File: src/rtl/hamming74_decoder_if.sv
// Valid/ready codeword-in / data-out bus for the Hamming(7,4) decoder.
// The slave modport is the decoder side; master is the link/consumer side.
interface hamming74_decoder_if;
  logic       in_valid;
  logic       in_ready;
  logic [6:0] in_code;
  logic       out_valid;
  logic       out_ready;
  logic [3:0] out_data;
  logic       out_corrected;
  logic [2:0] out_syndrome;

  modport slave (
    input  in_valid, in_code, out_ready,
    output in_ready, out_valid, out_data, out_corrected, out_syndrome
  );

  modport master (
    output in_valid, in_code, out_ready,
    input  in_ready, out_valid, out_data, out_corrected, out_syndrome
  );
endinterface

File: src/rtl/hamming74_decoder.sv
// Hamming(7,4) single-error-correcting decoder: two-stage valid/ready pipeline
// with a saturating count of corrected words delivered to the consumer.
module hamming74_decoder #(
  parameter int unsigned CNT_W = 8
) (
  input  logic                 clk,
  input  logic                 rst,
  hamming74_decoder_if.slave   bus,
  input  logic                 clr_count,
  output logic [CNT_W-1:0]     corr_count
);

  localparam int unsigned CODE_W = 7;
  localparam int unsigned DATA_W = 4;
  localparam int unsigned SYN_W  = 3;
  localparam logic [CNT_W-1:0] CNT_MAX = '1;

  logic [CODE_W-1:0] code1;
  logic              v1;
  logic [SYN_W-1:0]  syn1_c;
  logic [CODE_W-1:0] fixed_c;
  logic [DATA_W-1:0] data2;
  logic              corr2;
  logic [SYN_W-1:0]  syn2;
  logic              v2;
  logic              adv1;
  logic              adv2;

  // in_ready depends only on pipeline occupancy and out_ready, never on in_valid
  assign adv2        = !v2 || bus.out_ready;
  assign adv1        = !v1 || adv2;
  assign bus.in_ready = adv1;

  // Syndrome from the registered codeword; bit i of the code is position i+1
  always_comb begin
    syn1_c    = '0;
    syn1_c[0] = code1[0] ^ code1[2] ^ code1[4] ^ code1[6];
    syn1_c[1] = code1[1] ^ code1[2] ^ code1[5] ^ code1[6];
    syn1_c[2] = code1[3] ^ code1[4] ^ code1[5] ^ code1[6];
  end

  // Flip the bit the syndrome points at; syndrome 0 leaves the word untouched
  always_comb begin
    fixed_c = code1;
    for (int i = 0; i < int'(CODE_W); i++) begin
      if (syn1_c == SYN_W'(i + 1)) begin
        fixed_c[i] = ~code1[i];
      end
    end
  end

  always_ff @(posedge clk or posedge rst) begin
    if (rst) begin
      v1    <= 1'b0;
      code1 <= '0;
    end else if (adv1) begin
      v1 <= bus.in_valid;
      if (bus.in_valid) begin
        code1 <= bus.in_code;
      end
    end
  end

  always_ff @(posedge clk or posedge rst) begin
    if (rst) begin
      v2    <= 1'b0;
      data2 <= '0;
      corr2 <= 1'b0;
      syn2  <= '0;
    end else if (adv2) begin
      v2 <= v1;
      if (v1) begin
        data2 <= {fixed_c[6], fixed_c[5], fixed_c[4], fixed_c[2]};
        corr2 <= (syn1_c != '0);
        syn2  <= syn1_c;
      end
    end
  end

  // Saturating corrected-word count; clear takes priority over increment
  always_ff @(posedge clk or posedge rst) begin
    if (rst) begin
      corr_count <= '0;
    end else if (clr_count) begin
      corr_count <= '0;
    end else if (v2 && bus.out_ready && corr2 && (corr_count != CNT_MAX)) begin
      corr_count <= corr_count + CNT_W'(1);
    end
  end

  assign bus.out_valid     = v2;
  assign bus.out_data      = data2;
  assign bus.out_corrected = corr2;
  assign bus.out_syndrome  = syn2;

endmodule

File: src/flat_wrapper.sv
// flat-port wrapper written by rule: the top's interface ports become plain ports
module hamming74_decoder_flat 
#(
  parameter int unsigned CNT_W = 8
)
  (clk, rst, clr_count, corr_count, bus_in_valid, bus_in_code, bus_out_ready, bus_in_ready, bus_out_valid, bus_out_data, bus_out_corrected, bus_out_syndrome);
  hamming74_decoder_if bus_i ();
  input  logic clk;
  input  logic rst;
  input  logic clr_count;
  output logic [CNT_W-1:0] corr_count;
  input wire logic [$bits(bus_i.in_valid)-1:0] bus_in_valid;
  input wire logic [$bits(bus_i.in_code)-1:0] bus_in_code;
  input wire logic [$bits(bus_i.out_ready)-1:0] bus_out_ready;
  output wire logic [$bits(bus_i.in_ready)-1:0] bus_in_ready;
  output wire logic [$bits(bus_i.out_valid)-1:0] bus_out_valid;
  output wire logic [$bits(bus_i.out_data)-1:0] bus_out_data;
  output wire logic [$bits(bus_i.out_corrected)-1:0] bus_out_corrected;
  output wire logic [$bits(bus_i.out_syndrome)-1:0] bus_out_syndrome;
  assign bus_i.in_valid = bus_in_valid;
  assign bus_i.in_code = bus_in_code;
  assign bus_i.out_ready = bus_out_ready;
  assign bus_in_ready = bus_i.in_ready;
  assign bus_out_valid = bus_i.out_valid;
  assign bus_out_data = bus_i.out_data;
  assign bus_out_corrected = bus_i.out_corrected;
  assign bus_out_syndrome = bus_i.out_syndrome;
  hamming74_decoder #(.CNT_W(CNT_W)) u_core (.clk(clk), .rst(rst), .bus(bus_i), .clr_count(clr_count), .corr_count(corr_count));
endmodule
File: config.mk
export PLATFORM = sky130hd
export DESIGN_NAME = hamming74_decoder_flat
export DESIGN_NICKNAME = d
export VERILOG_FILES = /design/src/rtl/hamming74_decoder_if.sv /design/src/rtl/hamming74_decoder.sv /design/src/flat_wrapper.sv
export SDC_FILE = /design/constraint.sdc
export NUM_CORES = 1
export LEC_CHECK = 0
export ABC_AREA = 0
export ABC_CLOCK_PERIOD_IN_PS = 1900
export CAP_MARGIN = 20
export CORE_MARGIN = 1.5
export CORE_UTILIZATION = 48
export CTS_CLUSTER_DIAMETER = 150
export CTS_CLUSTER_SIZE = 28
export DETAILED_ROUTE_END_ITERATION = 7
export PLACE_DENSITY = 0.84
export SYNTH_ARGS = -nofsm -noshare
export SYNTH_HDL_FRONTEND = slang
export SYNTH_SLANG_ARGS = --single-unit
export TNS_END_PERCENT = 30
File: constraint.sdc
create_clock -name clk -period 1.9 [get_ports clk]
set_input_delay 0.285 -clock clk [delete_from_list [all_inputs] [get_ports clk]]
set_output_delay 0.285 -clock clk [all_outputs]
set_load 0.02 [all_outputs]
==> flow_metrics.tcl, run 1 <==
set metrics [dict create \
    final_core_util_pct 67.5 \
    min_period_over_period_pct 94.7 \
    first_pass_iters 4 \
    start_util_pct 50.3 \
    grt_remaining_overflow 0 \
    yosys.area_share.adder_pct 1.02 \
    crit_fanout 7 \
    crit_chain "xnor2_2, xnor2_1, or4_1, a31oi_1" \
    synthSimpleGateAreaFrac_pct 15.5 \
    clock_sinks 25 \
    syn_area_per_cell_um2 10.9 \
    yosysTopAreaCellShare_pct 51.2 \
    tritoncts "done" \
    tns_ns 0 \
    ys.flop_type "dfrtp_1" \
    cp.arrival_ns 2.03 \
    drv_slew 0 \
    r2r_end "u_core.bus.out_data[0]$_DFFE_PP0P_" \
    cts_buffer_depth 2 \
    nets 163 \
    finalHoldViolCount 0 \
    syn_nets 125 \
    yosysWarnings 0 \
    place_ws_ns 0.0118 \
    drive_above_1_share_pct 16.1 \
    switching_power_w 0.000629 \
    worst_pin_slew_ns 0.505 \
    swShare_pct 36.6 \
    place_area_um2 1590 \
    drc_errors 0 \
    maxSlewHeadroom_pct 66.1 \
    ys_seq_area_share_pct 51.2 \
    worst_setup_path_endpoint "u_core.bus.out_data[0]$_DFFE_PP0P_" \
    fin_crit_ns 1.80 \
    regToRegSetupSlack_ns 0.10 \
    leakage_nw 0.675 \
    synth_area_leaders "dfrtp_1, xnor2_1, mux2_2, nor2_1, xor2_1" \
    syn2layout_area_growth_pct 34.4 \
    gp_congestion 0.770 \
    die_h_um 53.5 \
    final_common_cell "clkdlybuf4s50_1" \
    grt_pass1_wl_um 3680 \
    pin_count 30 \
    outcome "complete, no violations" \
    regToRegStartpoint "u_core.code1[6]$_DFFE_PP0P_" \
    fin_ws_ns 0.100 \
    routed_wl_um 2300 \
    vdd_ir_drop_max_mv 0.626 \
    wl_per_cell_um 12.8 \
    num_antenna_cells 0 \
    cp-end-kind "register" \
    h-tree-depth 1 \
    core.rowCount 18 \
    powerDensity_nw_per_um2 1040 \
    ctsHoldBuffers 0 \
    worstSetupPathType "register to register" \
    min_path_type "primary input to async pin" \
    cts-root-buf "clkbuf_4" \
    clkPwrFrac_pct 13.5 \
    netlist_instances 112 \
    clk_latency_ns 0.31 \
    fin_area_um2 1640 \
    reg2reg_depth 4 \
    grt_pass1_vias 902 \
    synth_top_family_by_area "simple AND/OR/NAND/NOR gates" \
    synth_cell_types 26 \
    post-dp-hpwl_um 1780 \
    vias_per_cell 5.32 \
    maxCapViolations 0 \
    path_clk_slew_ns 0.13 \
    cts_buffers 3 \
    core_region_area_um2 2430 \
    muxShareOfSynthArea_pct 7.27 \
    vias 952 \
    drt_iter0_drc 17 \
    synth_area_um2 1220 \
    combPwrFrac_pct 43.7 \
    track_usage_pct 17.7 \
    final_antenna_net_count 0 \
    clock.fmax_mhz 556 \
    crit_start "u_core.code1[6]$_DFFE_PP0P_" \
    antenna_found_initial 0 \
    die_w_um 53.5 \
    setup_viol 0 \
    worstPathRequired_ns 2.13 \
    p_int_w 0.00109 \
    synth-seq-cells 25 \
    async_flop_share_pct 100 \
    die-area_um2 2860 \
    final_cell_mix "clkdlybuf4s50_1, dfrtp_1, nor2_1, xnor2_1" \
    synth_compound_area_share_pct 9.62 \
    synth_xor_xnor_area_share_pct 14.2 \
    cp_slowest_stage_delay_ns 0.51 \
    worst_path_max_delay_cell "or4_1" \
    start_kind "register" \
    worst_clock_skew_ns 0.00474 \
    io_buffer_count 29 \
    synth-edff-count 0 \
    power_frac_seq_pct 42.7 \
    grt_start_max_net_pins 26 \
    yosys.area.top_type "dfrtp_1" \
]
final cells by class:
cell class	instances	area, um^2
multi-input combinational	83	607
inverter	2	7.51
clock buffer	4	26.3
sequential	25	627
timing repair buffer	35	338
fill	197	790
tap	30	37.5
how the worst min path moves through the flow:
stage,from,endpoint,slack [ns]
final,rst,u_core.corr_count[2]$_DFFE_PP0P_,0.30
after global routing,rst,u_core.bus.out_corrected$_DFFE_PP0P_,0.31
after CTS,rst,u_core.bus.out_corrected$_DFFE_PP0P_,0.30
after detailed placement,u_core.bus.out_syndrome[0]$_DFFE_PP0P_,u_core.bus.out_syndrome[0]$_DFFE_PP0P_,0.48
after global placement,u_core.bus.out_syndrome[0]$_DFFE_PP0P_,u_core.bus.out_syndrome[0]$_DFFE_PP0P_,0.47
after floorplan,rst,u_core.bus.out_corrected$_DFFE_PP0P_,0.31
timing repair:
action,CTS,global route
setup endpoints to repair,1,3
pin swaps,0,1
setup buffers,0,0
gates resized for setup,1,5
cell families after synthesis:
logic type,Yosys count
buf+inv,4
flops,25
mux,8
xor+xnor,19
simple gates,37
fa+ha+maj,1
compound gates,18
power by group through the flow:
stage                     registers [W]  logic [W]  clock network, W
after global routing           0.000749   0.000822          0.000259
after global placement         0.000733   0.000709                 0
final                          0.000733   0.000751          0.000232
after detailed placement       0.000739   0.000733                 0
after floorplan                0.000834   0.000333                 0
after CTS                      0.000731   0.000739          0.000238
sequential cells by signal (all words and copies together), names as in the netlist:
signal                    cells
u_core.bus.out_valid          1
u_core.v1                     1
u_core.code1                  7
u_core.bus.out_syndrome       3
u_core.bus.out_corrected      1
u_core.corr_count             8
u_core.bus.out_data           4
worst max-delay path: cells and delay by family, from the launching register on:
| family | cells | cell delay (ns) |
|---|---|---|
| flops | 1 | 0.49 |
| simple gates | 1 | 0.51 |
| compound gates | 1 | 0.22 |
| xor+xnor | 2 | 0.50 |
synth_stat cells (4+ instances only):
master / count
nor2_1: 12
o21ai_0: 5
nand2_1: 7
xnor2_1: 13
xor2_1: 5
dfrtp_1: 25
mux2_2: 7
a31oi_1: 4
per-stage QoR:
stage               power [W]  std cells  hold WS [ns]
floorplan             0.00117        112         0.312
global placement      0.00144        175         0.467
detailed placement    0.00147        175         0.478
CTS                   0.00171        179         0.304
global route          0.00183        179         0.308
finish                0.00172        179         0.298
per-layer routing:
metal	vias to the layer above	share of wire [%]	GRT usage (%)
li1	470	-	-
met1	452	38	19.2
met2	27	56	34.4
met3	3	5.0	2.82
met4	0	0.91	5.13
met5	-	0	0
Power figures use the tool's default switching activity.
==> inputs of run 2 (changes only) <==
--- a/config.mk
+++ b/config.mk
@@ -7,7 +7,7 @@
 export LEC_CHECK = 0
 export ABC_AREA = 0
 export ABC_CLOCK_PERIOD_IN_PS = 1900
-export CAP_MARGIN = 20
+export CAP_MARGIN = 10
 export CORE_MARGIN = 1.5
 export CORE_UTILIZATION = 48
 export CTS_CLUSTER_DIAMETER = 150
==> results of run 2 <==
No change in the layout: final DEF, timing and power equal those of run 1.
